**config.mk**
```make
export PLATFORM = sky130hd
export DESIGN_NAME = miriscv_rvfi_trace_buffer_flat
export DESIGN_NICKNAME = d
export VERILOG_FILES = /design/src/rtl/miriscv_trace_pkg.sv /design/src/rtl/miriscv_rvfi_trace_buffer_if.sv /design/src/rtl/miriscv_trace_fifo.sv /design/src/rtl/miriscv_rvfi_trace_buffer.sv /design/src/flat_wrapper.sv
export SDC_FILE = /design/constraint.sdc
export NUM_CORES = 2
export LEC_CHECK = 0
export ABC_CLOCK_PERIOD_IN_PS = 63400
export BUFFER_PORTS_ARGS = -buffer_cell sky130_fd_sc_hd__clkbuf_2
export CAP_MARGIN = 15
export CORE_MARGIN = 2
export CORE_UTILIZATION = 50
export CTS_BUF_LIST = sky130_fd_sc_hd__clkbuf_8
export CTS_CLUSTER_SIZE = 16
export DETAILED_ROUTE_END_ITERATION = 10
export GPL_TIMING_DRIVEN = 0
export PLACE_DENSITY = 0.71
export SYNTH_ARGS = -nofsm -noshare
export SYNTH_HDL_FRONTEND = slang
export SYNTH_SLANG_ARGS = --single-unit
```
**constraint.sdc**
```tcl
create_clock -name clk_i -period 63.4 [get_ports clk_i]
set_input_delay 9.51 -clock clk_i [delete_from_list [all_inputs] [get_ports clk_i]]
set_output_delay 9.51 -clock clk_i [all_outputs]
set_load 0.02 [all_outputs]
```
**src/rtl/miriscv_trace_pkg.sv**
```systemverilog
// rtl/miriscv_trace_pkg.sv - record type, field widths and channel-count helpers for the RVFI trace buffer
package miriscv_trace_pkg;

  localparam int ORDER_W = 64;
  localparam int XLEN    = 32;
  localparam int INSN_W  = 32;
  localparam int REG_AW  = 5;
  localparam int MASK_W  = 4;
  localparam int MAX_NRET = 4;

  typedef struct packed {
    logic [ORDER_W-1:0] order;
    logic [INSN_W-1:0]  insn;
    logic               trap;
    logic [XLEN-1:0]    pc_rdata;
    logic [XLEN-1:0]    pc_wdata;
    logic [REG_AW-1:0]  rd_addr;
    logic [XLEN-1:0]    rd_wdata;
    logic [XLEN-1:0]    mem_addr;
    logic [MASK_W-1:0]  mem_rmask;
    logic [MASK_W-1:0]  mem_wmask;
    logic [XLEN-1:0]    mem_rdata;
    logic [XLEN-1:0]    mem_wdata;
  } trace_rec_t;

  // Number of set bits of v strictly below index k; k = MAX_NRET gives the full popcount.
  function automatic logic [2:0] rank4(input logic [MAX_NRET-1:0] v, input int k);
    logic [2:0] cnt;
    cnt = '0;
    for (int i = 0; i < MAX_NRET; i++) begin
      if (i < k && v[i]) cnt = cnt + 3'd1;
    end
    return cnt;
  endfunction

endpackage

```
**src/rtl/miriscv_rvfi_trace_buffer_if.sv**
```systemverilog
// rtl/miriscv_rvfi_trace_buffer_if.sv - valid/ready trace record stream
interface miriscv_rvfi_trace_buffer_if;
  import miriscv_trace_pkg::*;

  logic       trace_valid;
  logic       trace_ready;
  trace_rec_t trace_rec;

  modport master (output trace_valid, output trace_rec, input trace_ready);
  modport slave  (input trace_valid, input trace_rec, output trace_ready);

endinterface

```
**src/rtl/miriscv_trace_fifo.sv**
```systemverilog
// rtl/miriscv_trace_fifo.sv - multi-write, single-read FIFO of trace records
module miriscv_trace_fifo
  import miriscv_trace_pkg::*;
#(
  parameter int NRET  = 1,
  parameter int DEPTH = 8
) (
  input  logic                       clk_i,
  input  logic                       rst_i,
  input  logic                       flush_i,
  input  logic [$clog2(NRET+1)-1:0]  wr_cnt_i,
  input  trace_rec_t [NRET-1:0]      wr_data_i,
  input  logic                       pop_i,
  output logic [$clog2(DEPTH):0]     level_o,
  output logic                       head_valid_o,
  output trace_rec_t                 head_o
);

  localparam int PTR_W = $clog2(DEPTH);
  localparam int LVL_W = PTR_W + 1;

  trace_rec_t       mem_q [DEPTH];
  logic [PTR_W-1:0] wptr_q, wptr_d;
  logic [PTR_W-1:0] rptr_q, rptr_d;
  logic [LVL_W-1:0] level_q, level_d;
  logic             pop_ok;

  assign pop_ok = pop_i && (level_q != '0);

  // Pointer/level next state; the caller guarantees wr_cnt_i fits the free space.
  always_comb begin
    wptr_d  = wptr_q + PTR_W'(wr_cnt_i);
    rptr_d  = rptr_q + PTR_W'(pop_ok);
    level_d = level_q + LVL_W'(wr_cnt_i) - LVL_W'(pop_ok);
  end

  // Pointer/level registers; flush empties the FIFO like reset but keeps contents.
  always_ff @(posedge clk_i) begin
    if (rst_i || flush_i) begin
      wptr_q  <= '0;
      rptr_q  <= '0;
      level_q <= '0;
    end else begin
      wptr_q  <= wptr_d;
      rptr_q  <= rptr_d;
      level_q <= level_d;
    end
  end

  // Storage: slot j of the compacted write bundle lands at wptr + j.
  always_ff @(posedge clk_i) begin
    if (!rst_i && !flush_i) begin
      for (int j = 0; j < NRET; j++) begin
        if (j < int'(wr_cnt_i)) mem_q[wptr_q + PTR_W'(j)] <= wr_data_i[j];
      end
    end
  end

  assign level_o      = level_q;
  assign head_valid_o = (level_q != '0);
  assign head_o       = head_valid_o ? mem_q[rptr_q] : '0;

endmodule

```
**src/rtl/miriscv_rvfi_trace_buffer.sv**
```systemverilog
// rtl/miriscv_rvfi_trace_buffer.sv - RVFI retirement capture with order stamping and drop counting
module miriscv_rvfi_trace_buffer
  import miriscv_trace_pkg::*;
#(
  parameter int NRET   = 1,
  parameter int DEPTH  = 8,
  parameter int DROP_W = 32
) (
  input  logic                        clk_i,
  input  logic                        rst_i,
  input  logic                        trace_en_i,
  input  logic                        flush_i,
  input  logic [NRET-1:0]             rvfi_valid_i,
  input  logic [NRET*INSN_W-1:0]      rvfi_insn_i,
  input  logic [NRET-1:0]             rvfi_trap_i,
  input  logic [NRET*XLEN-1:0]        rvfi_pc_rdata_i,
  input  logic [NRET*XLEN-1:0]        rvfi_pc_wdata_i,
  input  logic [NRET*REG_AW-1:0]      rvfi_rd_addr_i,
  input  logic [NRET*XLEN-1:0]        rvfi_rd_wdata_i,
  input  logic [NRET*XLEN-1:0]        rvfi_mem_addr_i,
  input  logic [NRET*MASK_W-1:0]      rvfi_mem_rmask_i,
  input  logic [NRET*MASK_W-1:0]      rvfi_mem_wmask_i,
  input  logic [NRET*XLEN-1:0]        rvfi_mem_rdata_i,
  input  logic [NRET*XLEN-1:0]        rvfi_mem_wdata_i,
  miriscv_rvfi_trace_buffer_if.master trace_if,
  output logic [$clog2(DEPTH):0]      level_o,
  output logic                        overflow_o,
  output logic [DROP_W-1:0]           drop_cnt_o
);

  localparam int LVL_W = $clog2(DEPTH) + 1;
  localparam int CNT_W = $clog2(NRET + 1);
  localparam int SUM_W = DROP_W + 1;

  logic [NRET-1:0]    eff_valid;
  logic [CNT_W-1:0]   n;
  logic [LVL_W-1:0]   free;
  logic               accept, drop;
  logic [CNT_W-1:0]   wr_cnt;
  trace_rec_t [NRET-1:0] wr_data;
  logic [SUM_W-1:0]   drop_sum;
  logic [ORDER_W-1:0] order_cnt_q, order_cnt_d;
  logic [DROP_W-1:0]  drop_cnt_q, drop_cnt_d;
  logic               overflow_q, overflow_d;
  logic               head_valid;
  trace_rec_t         head;

  assign eff_valid = rvfi_valid_i & {NRET{trace_en_i}};
  assign n         = CNT_W'(rank4(MAX_NRET'(eff_valid), MAX_NRET));

  // Admission is judged against pre-pop free space; flush discards the cycle's records outright.
  assign free     = LVL_W'(DEPTH) - level_o;
  assign accept   = !flush_i && (LVL_W'(n) <= free);
  assign drop     = !flush_i && !accept;
  assign wr_cnt   = accept ? n : '0;
  assign drop_sum = SUM_W'(drop_cnt_q) + SUM_W'(n);

  // Compact valid channels into consecutive write slots, stamping order by rank.
  always_comb begin
    logic [2:0] r;
    wr_data = '0;
    r       = '0;
    for (int k = 0; k < NRET; k++) begin
      r = rank4(MAX_NRET'(eff_valid), k);
      for (int j = 0; j < NRET; j++) begin
        if (eff_valid[k] && (r == 3'(j))) begin
          wr_data[j].order     = order_cnt_q + ORDER_W'(r);
          wr_data[j].insn      = rvfi_insn_i[k*INSN_W +: INSN_W];
          wr_data[j].trap      = rvfi_trap_i[k];
          wr_data[j].pc_rdata  = rvfi_pc_rdata_i[k*XLEN +: XLEN];
          wr_data[j].pc_wdata  = rvfi_pc_wdata_i[k*XLEN +: XLEN];
          wr_data[j].rd_addr   = rvfi_rd_addr_i[k*REG_AW +: REG_AW];
          wr_data[j].rd_wdata  = rvfi_rd_wdata_i[k*XLEN +: XLEN];
          wr_data[j].mem_addr  = rvfi_mem_addr_i[k*XLEN +: XLEN];
          wr_data[j].mem_rmask = rvfi_mem_rmask_i[k*MASK_W +: MASK_W];
          wr_data[j].mem_wmask = rvfi_mem_wmask_i[k*MASK_W +: MASK_W];
          wr_data[j].mem_rdata = rvfi_mem_rdata_i[k*XLEN +: XLEN];
          wr_data[j].mem_wdata = rvfi_mem_wdata_i[k*XLEN +: XLEN];
        end
      end
    end
  end

  // Order always advances by n so that drops and flushes show up as gaps.
  always_comb begin
    order_cnt_d = order_cnt_q + ORDER_W'(n);
    drop_cnt_d  = drop_cnt_q;
    overflow_d  = overflow_q;
    if (drop) begin
      drop_cnt_d = drop_sum[DROP_W] ? '1 : drop_sum[DROP_W-1:0];
      overflow_d = 1'b1;
    end
  end

  // Counter registers.
  always_ff @(posedge clk_i) begin
    if (rst_i) begin
      order_cnt_q <= '0;
      drop_cnt_q  <= '0;
      overflow_q  <= 1'b0;
    end else begin
      order_cnt_q <= order_cnt_d;
      drop_cnt_q  <= drop_cnt_d;
      overflow_q  <= overflow_d;
    end
  end

  miriscv_trace_fifo #(
    .NRET  (NRET),
    .DEPTH (DEPTH)
  ) u_fifo (
    .clk_i        (clk_i),
    .rst_i        (rst_i),
    .flush_i      (flush_i),
    .wr_cnt_i     (wr_cnt),
    .wr_data_i    (wr_data),
    .pop_i        (trace_if.trace_ready),
    .level_o      (level_o),
    .head_valid_o (head_valid),
    .head_o       (head)
  );

  assign trace_if.trace_valid = head_valid;
  assign trace_if.trace_rec   = head;
  assign overflow_o           = overflow_q;
  assign drop_cnt_o           = drop_cnt_q;

endmodule

```
**src/flat_wrapper.sv**
```systemverilog
// flat-port wrapper written by rule: the top's interface ports become plain ports
module miriscv_rvfi_trace_buffer_flat import miriscv_trace_pkg::*;
#(
  parameter int NRET   = 1,
  parameter int DEPTH  = 8,
  parameter int DROP_W = 32
)
  (clk_i, rst_i, trace_en_i, flush_i, rvfi_valid_i, rvfi_insn_i, rvfi_trap_i, rvfi_pc_rdata_i, rvfi_pc_wdata_i, rvfi_rd_addr_i, rvfi_rd_wdata_i, rvfi_mem_addr_i, rvfi_mem_rmask_i, rvfi_mem_wmask_i, rvfi_mem_rdata_i, rvfi_mem_wdata_i, level_o, overflow_o, drop_cnt_o, trace_if_trace_valid, trace_if_trace_rec, trace_if_trace_ready);
  miriscv_rvfi_trace_buffer_if trace_if_i ();
  input  logic clk_i;
  input  logic rst_i;
  input  logic trace_en_i;
  input  logic flush_i;
  input  logic [NRET-1:0] rvfi_valid_i;
  input  logic [NRET*INSN_W-1:0] rvfi_insn_i;
  input  logic [NRET-1:0] rvfi_trap_i;
  input  logic [NRET*XLEN-1:0] rvfi_pc_rdata_i;
  input  logic [NRET*XLEN-1:0] rvfi_pc_wdata_i;
  input  logic [NRET*REG_AW-1:0] rvfi_rd_addr_i;
  input  logic [NRET*XLEN-1:0] rvfi_rd_wdata_i;
  input  logic [NRET*XLEN-1:0] rvfi_mem_addr_i;
  input  logic [NRET*MASK_W-1:0] rvfi_mem_rmask_i;
  input  logic [NRET*MASK_W-1:0] rvfi_mem_wmask_i;
  input  logic [NRET*XLEN-1:0] rvfi_mem_rdata_i;
  input  logic [NRET*XLEN-1:0] rvfi_mem_wdata_i;
  output logic [$clog2(DEPTH):0] level_o;
  output logic overflow_o;
  output logic [DROP_W-1:0] drop_cnt_o;
  output wire logic [$bits(trace_if_i.trace_valid)-1:0] trace_if_trace_valid;
  output wire logic [$bits(trace_if_i.trace_rec)-1:0] trace_if_trace_rec;
  input wire logic [$bits(trace_if_i.trace_ready)-1:0] trace_if_trace_ready;
  assign trace_if_trace_valid = trace_if_i.trace_valid;
  assign trace_if_trace_rec = trace_if_i.trace_rec;
  assign trace_if_i.trace_ready = trace_if_trace_ready;
  miriscv_rvfi_trace_buffer #(.NRET(NRET), .DEPTH(DEPTH), .DROP_W(DROP_W)) u_core (.clk_i(clk_i), .rst_i(rst_i), .trace_en_i(trace_en_i), .flush_i(flush_i), .rvfi_valid_i(rvfi_valid_i), .rvfi_insn_i(rvfi_insn_i), .rvfi_trap_i(rvfi_trap_i), .rvfi_pc_rdata_i(rvfi_pc_rdata_i), .rvfi_pc_wdata_i(rvfi_pc_wdata_i), .rvfi_rd_addr_i(rvfi_rd_addr_i), .rvfi_rd_wdata_i(rvfi_rd_wdata_i), .rvfi_mem_addr_i(rvfi_mem_addr_i), .rvfi_mem_rmask_i(rvfi_mem_rmask_i), .rvfi_mem_wmask_i(rvfi_mem_wmask_i), .rvfi_mem_rdata_i(rvfi_mem_rdata_i), .rvfi_mem_wdata_i(rvfi_mem_wdata_i), .trace_if(trace_if_i), .level_o(level_o), .overflow_o(overflow_o), .drop_cnt_o(drop_cnt_o));
endmodule
```
## Yosys cells after proc, flatten, opt, wreduce, memory -nomap -nowiden

Memory sizes are Yosys's and may differ from the RTL's. A register that Yosys moved wholly into a read port is not among the register bits.
Index checks and enable logic that the tools add are counted.

- Bitwise gates (word level): 1
- $lt $le $gt $ge: 2
- Reductions and logical operators: 9
- Muxes and demuxes: 9
- Add/subtract/negate cells: 7

Operator list:

| cell | count |
|---|---|
| 2-to-1 mux 302 bit | 2 |
| adder 64 x 1 -> 64 bit | 1 |
| adder 32 x 1 -> 33 bit | 1 |
| 2-to-1 mux 32 bit | 1 |
| adder 3 x 1 -> 3 bit | 2 |
| 2-to-1 mux 1 bit | 5 |
| adder 4 x 1 -> 4 bit | 1 |
| less-or-equal comparator 1 x 4 -> 1 bit | 1 |
| logical AND 1 bit | 4 |
| nonzero test 4 bit | 1 |
| subtractor 4 x 1 -> 4 bit | 1 |
| subtractor 4 bit, first input constant | 1 |
| zero test 1 bit | 3 |
| 2-to-1 mux 3 bit | 1 |
| bitwise AND 1 bit | 1 |
| logical OR 1 bit | 1 |
| < comparator 1 bit, first input constant | 1 |

- Memory bits (writable): 2,416
- Output and inout port bits: 340
- Bits of input ports: 244
- Register bits: 107
- Word-level logic and storage cells: 35
- Memories kept: 1

Memories:

| name | words | bits a word | rd ports | clocked after memory_dff | write ports | line | RTL |
|---|---|---|---|---|---|---|---|
| u_core.u_fifo.mem_q | 8 | 302 | 1 | 1 | 1 | miriscv_trace_fifo.sv:22 | `trace_rec_t mem_q [DEPTH];` |

## Depth between registers and ports, before layout

- Word-level depth: 9
- Depth in mapped cells: 14
- Depth with buffers taken out: 12

## Hierarchy

From an unflattened synthesis, not the netlist that was laid out.

- Cells, all modules: 4,550
- Area, all modules: 97,503.5 um^2

Modules (own cells, without submodules):

| module | cells each | sequential area each (um^2) | instances | area each (um^2) |
|---|---|---|---|---|
| miriscv_trace_fifo | 3,590 | 72,749.8 | 1 | 90,419.2 |
| miriscv_rvfi_trace_buffer | 960 | 1,941.9 | 1 | 7,084.3 |

## Worst setup path before layout

No wires, ideal clock.

- Path type: input to register
- Start: input port rvfi_valid_i
- End: memory u_core.u_fifo.mem_q[0][0] (netlist bit) (enable)
- Data required time: 62,063 ps
- Path buffers: 1
- Data arrival time: 31,160 ps
- Setup slack: 30,903 ps
- Cell stages on the path: 7
- Setup time: 1,337 ps
- Cell sequence: nand2_1 > clkbuf_1 > ha_1 > or4_4 > nor2_1 > or4_1 > nor3_1

- Longest elaborated chain between the ends: 9

RTL lines:

| what | line | RTL |
|---|---|---|
| start, declared | flat_wrapper.sv:14 | `input logic [NRET-1:0] rvfi_valid_i;` |
| bitwise AND 1 bit (*) | miriscv_rvfi_trace_buffer.sv:48 | `assign eff_valid = rvfi_valid_i & {NRET{trace_en_i}};` |
| 2-to-1 mux 1 bit (*) | miriscv_trace_pkg.sv:31 | `if (i < k && v[i]) cnt = cnt + 3'd1;` |
| less-or-equal comparator 1 x 4 -> 1 bit | miriscv_rvfi_trace_buffer.sv:53 | `assign accept = !flush_i && (LVL_W'(n) <= free);` |
| logical AND 1 bit | miriscv_rvfi_trace_buffer.sv:53 |  |
| 2-to-1 mux 1 bit (*) | miriscv_rvfi_trace_buffer.sv:55 | `assign wr_cnt = accept ? n : '0;` |
| < comparator 1 bit (*) | miriscv_trace_fifo.sv:54 | `if (j < int'(wr_cnt_i)) mem_q[wptr_q + PTR_W'(j)] <= wr_data_i[j];` |
| 2-to-1 mux 1 bit (*) | miriscv_trace_fifo.sv:54 |  |
| 2-to-1 mux 1 bit (*) | miriscv_trace_fifo.sv:52 | `if (!rst_i && !flush_i) begin` |
| 2-to-1 mux 1 bit (implied by the code) (*) | miriscv_trace_fifo.sv:54 |  |
| end, declared | miriscv_trace_fifo.sv:22 |  |

Every way passes the cells marked *; elsewhere a longest branch is shown, timed or not.

==> impl_metrics.csv <==
group,metric,value,unit
global_route,grt.overflow.total,0,
logic_synthesis,synth_seq_cells,2523,
detailed_routing,drt_wl_total,235000,um
placement,hpwlAfterDp,156000,um
floorplanning,die_area,200000,um^2
logic_synthesis,syn_nets,5050,
run_status,status,"complete, no violations",
clocking,clkTransAtPathRegs,0.06,ns
logic_synthesis,synth_flop_cell,"edfxtp_1",
global_route,grt_pass1_wl,340000,um
flow_run,cap_violations,0,
placement,preCtsSetupSlack,48.74,ns
logic_synthesis,synth_async_sr_flop_share,0,%
worst_hold_path,hold_class,"flop to flop",
logic_synthesis,synth_edf_count,2416,
timing,setup_ws,49.00,ns
clocking,post_cts_buffers,0,
clocking,cts_tree,"yes",
setup_path,r2r-start,"u_core.u_fifo.level_o[1]$_SDFF_PP0_",
timing,fin_crit_sh,22.7,%
floorplanning,rows,162,
placement,gp_congestion,0.839,
layout,syn_to_final_growth,16.5,%
floorplanning,die_w,448,um
layout,final_cell_mix,"2416 x edfxtp_1, 604 x mux4_2, 589 x clkbuf_2, 421 x clkbuf_8, 385 x nor2_1",
clocking,clock_latency,1.08,ns
floorplanning,io-pin-count,584,
layout,nets,6212,
setup_path,r2r-end,"u_core.u_fifo.mem_q[0][148]$_DFFE_PP_",
global_route,track_usage,23.4,%
logic_synthesis,ys_seq_area_share,75.9,%
setup_path,r2r_setup_slack,58.71,ns
detailed_routing,vias,51000,
timing,whs,0.521,ns
setup_path,worst-path-max-fanout,10,
timing,period_minus_slack,14.40,ns
logic_synthesis,syn_area_per_cell,20.6,um^2
setup_path,endpoint,"trace_if_trace_rec[291]",
floorplanning,die_h,448,um
timing,final_hold_viol_count,0,
logic_synthesis,netlist_instances,4789,
layout,final_common_cell,"edfxtp_1",
setup_path,worstPathArrival,4.89,ns
global_route,grt_pass1_vias,51400,
logic_synthesis,synth.distinct_cells,45,
timing,skew,0.0772,ns
detailed_routing,drtPass1Iterations,8,
setup_path,criticalPathCategory,"flop to output pin",
clocking,numClockSinks,2523,
timing,slew_violations,0,
power,power_density,31.6,nW/um^2
power,p_leak,38.5,nW
timing,rsz0062_at_grt,"no",
global_route,antenna_found_initial,15,
layout,post-route-util,58.7,%
setup_path,critPathLaunch,"u_core.u_fifo.rptr_q[1]$_SDFF_PP0_",
timing,relSlewSlack,23.8,%
timing,fin_tns_setup,0,ns
floorplanning,start_util,50.4,%
layout,nFillCells,14100,
detailed_routing,avgRoutedWirePerCell,26.5,um
setup_path,ff2ff_path_depth,14,
placement,portBuffers,582,
logic_synthesis,yosys_warnings,0,
power,peakVddDrop,0.0244,mV
detailed_routing,antenna_left,0,
clocking,cts_buffer_depth,4,
timing,clock.fmax,69.4,MHz
clocking,cts.repair.resized,0,
clocking,cts_hold_buf,0,
power,p_total,3.62,mW
logic_synthesis,syn_area,98500,um^2
detailed_routing,drt-initial-drc-count,4852,
detailed_routing,drc_errors,0,
setup_path,worstPathRequired,53.89,ns
floorplanning,core-area,195000,um^2
detailed_routing,viasPerCell,5.75,
clocking,htreeDepth,5,
setup_path,startpoint_type,"flop",
clocking,cts_buffers,406,
layout,drive_gt1_share,31.1,%
timing,worst_slew_pin_slew,1.14,ns
global_route,grt_max_degree,27,
setup_path,endpoint_kind,"output pin",
clocking,root_buffer,"clkbuf_8",
timing,final-setup-viol-count,0,
==> per-layer routing <==
metal	share of wire [%]	GRT usage, %
met1	39	30.3
met2	50	39.0
met3	7.2	4.92
met4	3.7	9.10
met5	0.036	0
==> synthesized netlist by cell type (16+ instances only) <==
| cell type | n | area (um^2) |
|---|---|---|
| nor2_1 | 391 | 1470 |
| nand4_1 | 28 | 175 |
| buf_2 | 61 | 305 |
| xnor2_1 | 46 | 403 |
| and3_1 | 308 | 1930 |
| mux2i_1 | 305 | 3050 |
| ha_1 | 16 | 200 |
| o21ai_0 | 18 | 90.1 |
| inv_1 | 22 | 82.6 |
| or3_1 | 21 | 131 |
| nand3_1 | 33 | 165 |
| edfxtp_1 | 2416 | 72500 |
| dfxtp_1 | 107 | 2140 |
| buf_1 | 40 | 150 |
| clkbuf_1 | 181 | 679 |
| mux4_2 | 604 | 13600 |
| nor3_1 | 22 | 110 |
| a21oi_1 | 37 | 185 |
| xor2_1 | 29 | 254 |
| nand2_1 | 31 | 116 |
==> worst max-delay path, cell delays in order, from the launching register on <==
cell	delay [ns]
dfxtp_1	0.33
clkbuf_1	0.76
clkbuf_1	0.83
clkbuf_1	0.70
mux4_2	0.42
mux2i_1	0.55
nor2_1	0.09
clkbuf_2	0.18
==> report_power, final <==
part / internal (mW) / switching (mW) / leakage (nW)
Sequential: 1.82 / 0.00191 / 23.2
Clock: 0.644 / 0.611 / 4.30
Combinational: 0.174 / 0.370 / 10.9
Total: 2.64 / 0.983 / 38.5
==> how the worst min path moves through the flow <==
stage                                      startpoint                           endpoint  slack (ns)  cells after the start
finish              u_core.order_cnt_q[63]$_SDFF_PP0_  u_core.order_cnt_q[63]$_SDFF_PP0_        0.52                      2
detailed placement  u_core.order_cnt_q[63]$_SDFF_PP0_  u_core.order_cnt_q[63]$_SDFF_PP0_        0.49                      2
global route        u_core.order_cnt_q[61]$_SDFF_PP0_  u_core.order_cnt_q[61]$_SDFF_PP0_        0.54                      2
CTS                 u_core.order_cnt_q[63]$_SDFF_PP0_  u_core.order_cnt_q[63]$_SDFF_PP0_        0.50                      2
global placement    u_core.order_cnt_q[63]$_SDFF_PP0_  u_core.order_cnt_q[63]$_SDFF_PP0_        0.47                      2
floorplan           u_core.order_cnt_q[63]$_SDFF_PP0_  u_core.order_cnt_q[63]$_SDFF_PP0_        0.45                      2
==> area by class of cell <==
| class | instances | area, um^2 | area share [%] |
|---|---|---|---|
| Multi-Input combinational cell | 1956 | 22500 | 19.7 |
| Inverter | 22 | 82.6 | 0.0720 |
| Timing Repair Buffer | 754 | 5740 | 5.00 |
| Clock buffer | 421 | 5790 | 5.05 |
| Tap cell | 2624 | 3280 | 2.86 |
| Clock inverter | 291 | 1390 | 1.21 |
| Sequential cell | 2523 | 74700 | 65.1 |
| Antenna cell | 4 | 10.0 | 0.00872 |
| Buffer | 288 | 1210 | 1.05 |
==> stage by stage <==
stage	area [um^2]	cells
floorplan	98500	4789
global placement	105000	7995
detailed placement	108000	8167
CTS	115000	8879
global route	115000	8882
finish	115000	8883
==> state kept, by name (all words and copies together), names as in the netlist <==
name                   cells
u_core.u_fifo.rptr_q       3
u_core.overflow_o          1
u_core.drop_cnt_o         32
u_core.u_fifo.wptr_q       3
u_core.u_fifo.level_o      4
u_core.u_fifo.mem_q     2416
u_core.order_cnt_q        64
==> logic make-up (layout without fill, tap and decap cells) <==
logic type / Yosys count / after routing / share of synthesized area (%)
muxes: 909 / 909 / 16.9
adders and majority gates: 17 / 17 / 0.224
AOI/OAI and AO/OA: 68 / 68 / 0.394
xor gates and xnor gates: 75 / 75 / 0.667
DFF: 2523 / 2523 / 75.9
and+or+nand+nor: 887 / 887 / 4.64
buffers and inverters: 310 / 1776 / 1.30
other: 0 / 4 / 0
Power figures use the tool's default switching activity.
